`src/rtl/serial_subtractor.sv`:
```
// Bit-serial two's-complement subtractor: diff = a - b, LSB first, one full-adder
// cell (a + ~b + 1) and a carry flop, one bit per clock, start/busy/done handshake.
module serial_subtractor #(
    parameter int WIDTH = 6
) (
    input  logic             clk,
    input  logic             rst_n,
    input  logic             start,
    input  logic [WIDTH-1:0] a,
    input  logic [WIDTH-1:0] b,
    output logic             busy,
    output logic             done,
    output logic [WIDTH:0]   diff,
    output logic             borrow,
    output logic             overflow
);

    localparam int CW = (WIDTH > 2) ? $clog2(WIDTH) : 1;
    localparam logic [CW-1:0] LAST_BIT = CW'(WIDTH - 1);

    typedef enum logic [1:0] {IDLE, SHIFT, DONE} state_t;

    state_t           state_reg, state_next;
    logic [WIDTH-1:0] a_sh_reg, b_sh_reg, res_sh_reg;
    logic             carry_reg;
    logic [CW-1:0]    cnt_reg;
    logic [WIDTH:0]   diff_reg;
    logic             borrow_reg, overflow_reg;

    // Single full-adder cell fed with the current operand bits.
    logic bit_a, bit_nb, sum_bit, carry_next, last_bit;
    assign bit_a      = a_sh_reg[0];
    assign bit_nb     = ~b_sh_reg[0];
    assign sum_bit    = bit_a ^ bit_nb ^ carry_reg;
    assign carry_next = (bit_a & bit_nb) | (bit_a & carry_reg) | (bit_nb & carry_reg);
    assign last_bit   = (cnt_reg == LAST_BIT);

    always_comb begin
        state_next = state_reg;
        case (state_reg)
            IDLE:    if (start) state_next = SHIFT;
            SHIFT:   if (last_bit) state_next = DONE;
            DONE:    state_next = IDLE;
            default: state_next = IDLE;
        endcase
    end

    always_ff @(posedge clk or negedge rst_n) begin
        if (!rst_n) begin
            state_reg    <= IDLE;
            a_sh_reg     <= '0;
            b_sh_reg     <= '0;
            res_sh_reg   <= '0;
            carry_reg    <= 1'b0;
            cnt_reg      <= '0;
            diff_reg     <= '0;
            borrow_reg   <= 1'b0;
            overflow_reg <= 1'b0;
        end else begin
            state_reg <= state_next;
            case (state_reg)
                IDLE: begin
                    if (start) begin
                        a_sh_reg  <= a;
                        b_sh_reg  <= b;
                        carry_reg <= 1'b1;
                        cnt_reg   <= '0;
                    end
                end
                SHIFT: begin
                    a_sh_reg   <= a_sh_reg >> 1;
                    b_sh_reg   <= b_sh_reg >> 1;
                    res_sh_reg <= {sum_bit, res_sh_reg[WIDTH-1:1]};
                    carry_reg  <= carry_next;
                    cnt_reg    <= cnt_reg + 1'b1;
                    // On the MSB, carry_reg is the carry into the MSB and carry_next the carry out.
                    if (last_bit) begin
                        diff_reg     <= {bit_a ^ bit_nb ^ carry_next, sum_bit, res_sh_reg[WIDTH-1:1]};
                        borrow_reg   <= ~carry_next;
                        overflow_reg <= carry_reg ^ carry_next;
                    end
                end
                default: ;
            endcase
        end
    end

    assign busy     = (state_reg == SHIFT);
    assign done     = (state_reg == DONE);
    assign diff     = diff_reg;
    assign borrow   = borrow_reg;
    assign overflow = overflow_reg;

endmodule

```
`config.mk`:
```
export PLATFORM = sky130hd
export DESIGN_NAME = serial_subtractor
export DESIGN_NICKNAME = d
export VERILOG_FILES = /design/src/rtl/serial_subtractor.sv
export SDC_FILE = /design/constraint.sdc
export NUM_CORES = 1
export LEC_CHECK = 0
export ABC_AREA = 1
export CAP_MARGIN = 20
export CORE_MARGIN = 2
export CORE_UTILIZATION = 56
export CTS_CLUSTER_SIZE = 20
export DETAILED_ROUTE_END_ITERATION = 16
export PLACE_DENSITY_LB_ADDON = 0.15
export SLEW_MARGIN = 15
export SYNTH_ARGS = -nofsm -noshare
export SYNTH_HDL_FRONTEND = slang
export SYNTH_SLANG_ARGS = --single-unit
```
`constraint.sdc`:
```
create_clock -name clk -period 2 [get_ports clk]
set_clock_uncertainty 0.05 [all_clocks]
set_input_delay 0.3 -clock clk [delete_from_list [all_inputs] [get_ports clk]]
set_output_delay 0.3 -clock clk [all_outputs]
set_load 0.05 [all_outputs]
```
==> impl_metrics.tcl <==
set metrics [dict create \
    wl_per_cell_um 13.16 \
    cp_slowest_stage_delay_ns 0.81 \
    maxCapViolations 0 \
    h-tree-depth 2 \
    antenna_found_initial 0 \
    p_per_area_nw_per_um2 1704 \
    postSynthCellCount 174 \
    report.final.slew_viol_count 0 \
    start_util_pct 60.57 \
    synthesis.nets 193 \
    routabilityCongestion 0.7090 \
    row_count 18 \
    drtAntennaViolNets 0 \
    die_h_um 56.23 \
    post-route-period-util_pct 93.54 \
    drive_above_1_share_pct 12.87 \
    via_per_inst 5.034 \
    arrival_ns 1.52 \
    cts_tree "done" \
    wl_um 3054 \
    grt_pass1_wl_um 5616 \
    tightest_slew_ns 0.6974 \
    grt_start_max_net_pins 33 \
    portBuffers 25 \
    finalPower_uw 3176 \
    via_count 1168 \
    io_pins 26 \
    grtUsageTotal_pct 22.77 \
    clk_pin_slew_ns 0.10 \
    syn-mean-instance-area_um2 8.780 \
    crit_buf_inv 2 \
    crit_slowest_cell "dfrtp_1" \
    hold_class "in2async" \
    numCtsBuffers 5 \
    critPathRequiredTime_ns 1.65 \
    largest_reg_flops 7 \
    setup_tns_ns 0 \
    cp-end-kind "output port" \
    utilization_pct 73.91 \
    path_cells "inv_4, nor2_4, buf_12" \
    die_area_um2 3162 \
    hpwlAfterDp_um 2117 \
    nets 220 \
    critical-path-top-delay-family "flip-flops" \
    drtIter0Drc 59 \
    period_minus_slack_ns 1.871 \
    holdBufCountCts 0 \
    ys_seq_area_share_pct 52.42 \
    clockBufferDepth 2 \
    status "finished, final reports clean" \
    critPathLaunchType "flop" \
    grt_busiest_layer "met2" \
    gr-usage-met2_pct 36.47 \
    critPathMaxFanout 15 \
    crit_type "reg2out" \
    n_antenna_cell 0 \
    grt_use_met3_pct 5.349 \
    clock-sinks 32 \
    leakage_uw 0.0009504 \
    fmax_ghz 0.5345 \
    setup_violations 0 \
    rsz0062_at_grt "false" \
    syn2layout_area_growth_pct 22.03 \
    yosysWarnings 0 \
    peakVddDrop_uv 1339 \
    core_um2 2522 \
    die_w_um 56.23 \
    slew-limit-headroom_pct 53.51 \
    cts_root_buf "clkbuf_4" \
    dr.pass1.iters 4 \
    finalHoldViolCount 0 \
    cts_resized 0 \
    syn_area_um2 1528 \
    met1_usage_pct 31.19 \
    drc 0 \
    synth-seq-cells 32 \
    clk-insertion-delay-late_ns 0.33 \
    grt_pass1_vias 1220 \
    grt.overflow.total 0 \
    post_cts_buffers 0 \
    synth.distinct_cells 20 \
]
[logic make-up (layout without fill, tap and decap cells)]
family | count (synthesis) | count (layout) | share of synthesized area, %
compound gates | 18 | 18 | 8.354
xor+xnor | 1 | 1 | 0.5734
fa+ha+maj | 4 | 4 | 4.259
buf+inv | 20 | 48 | 7.454
flops | 32 | 32 | 52.42
simple gates | 99 | 99 | 26.95
[placed cells by master, fill, tap and decap left out]
cell              n
a21oi_1           1
buf_12            2
buf_4             2
bufinv_16         1
clkbuf_1          1
clkbuf_4          5
clkdlybuf4s50_1  23
clkinv_2          1
dfrtp_1          32
fa_1              2
ha_1              2
inv_1            10
inv_2             2
inv_4             1
nand2_1          78
nand2_2           1
nand2_4           2
nand3_1          12
nor2_1            5
nor2_4            1
o21ai_0           9
o21ai_2           7
o21ai_4           1
xor2_1            1
[per-stage QoR]
| step | instance area, µm² | setup WS (ns) | instances | hold WS [ns] |
|---|---|---|---|---|
| 2_1_floorplan | 1528 | 0.3301 | 174 | -0.04559 |
| 3_3_place_gp | 1788 | 0.4381 | 224 | 0.4077 |
| 3_5_place_dp | 1788 | 0.4012 | 224 | 0.4166 |
| 4_1_cts | 1864 | 0.1344 | 232 | 0.3125 |
| 5_1_grt | 1864 | 0.07782 | 232 | 0.3585 |
| 6_report | 1864 | 0.1291 | 232 | 0.2994 |
[Yosys cell counts, drive strengths merged]
library cell   n  area [µm²]
nand2         81       321.6
dfrtp         32       800.8
o21ai         17       122.6
inv           13       51.31
nand3         12       60.06
buf            7       62.56
nor2           6       30.03
fa             2       40.04
ha             2       25.02
a21oi          1       5.000
xor2           1       8.760
[final timing paths]
path                                          start                  endpoint  slack, ns  depth (start not counted)
max in group asynchronous                     rst_n   a_sh_reg[5]$_DFFE_PN0P_       1.31                          2
setup / recovery           state_reg[0]$_DFFE_PN0P_                      busy       0.13                          3
hold reg to reg             a_sh_reg[1]$_DFFE_PN0P_   a_sh_reg[1]$_DFFE_PN0P_       0.44                          2
setup reg to reg           state_reg[0]$_DFFE_PN0P_       diff[0]$_DFFE_PN0P_       0.36                          4
hold / removal                                rst_n  state_reg[1]$_DFFE_PN0P_       0.30                          2
min in group clk            a_sh_reg[1]$_DFFE_PN0P_   a_sh_reg[1]$_DFFE_PN0P_       0.44                          2
[layout make-up]
type | instances | area (µm²)
clock inverter | 2 | 35.03
tap | 30 | 37.54
fill | 191 | 658.1
clock buffer | 6 | 41.29
timing repair buffer | 27 | 285.3
multi-input combinational | 122 | 613.1
sequential | 32 | 800.8
inverter | 13 | 51.30
[layer usage]
layer,vias up,part of all wire [%]
li1,589,-
met1,544,46
met2,28,47
met3,7,5.0
met4,0,1.4
met5,-,0
[where the power goes]
group | switching, µW | internal (µW)
sequential | 239 | 928
combinational | 983 | 544
clock | 221 | 262
total | 1440 | 1730
Note: power is estimated with default switching activity, not from simulation.
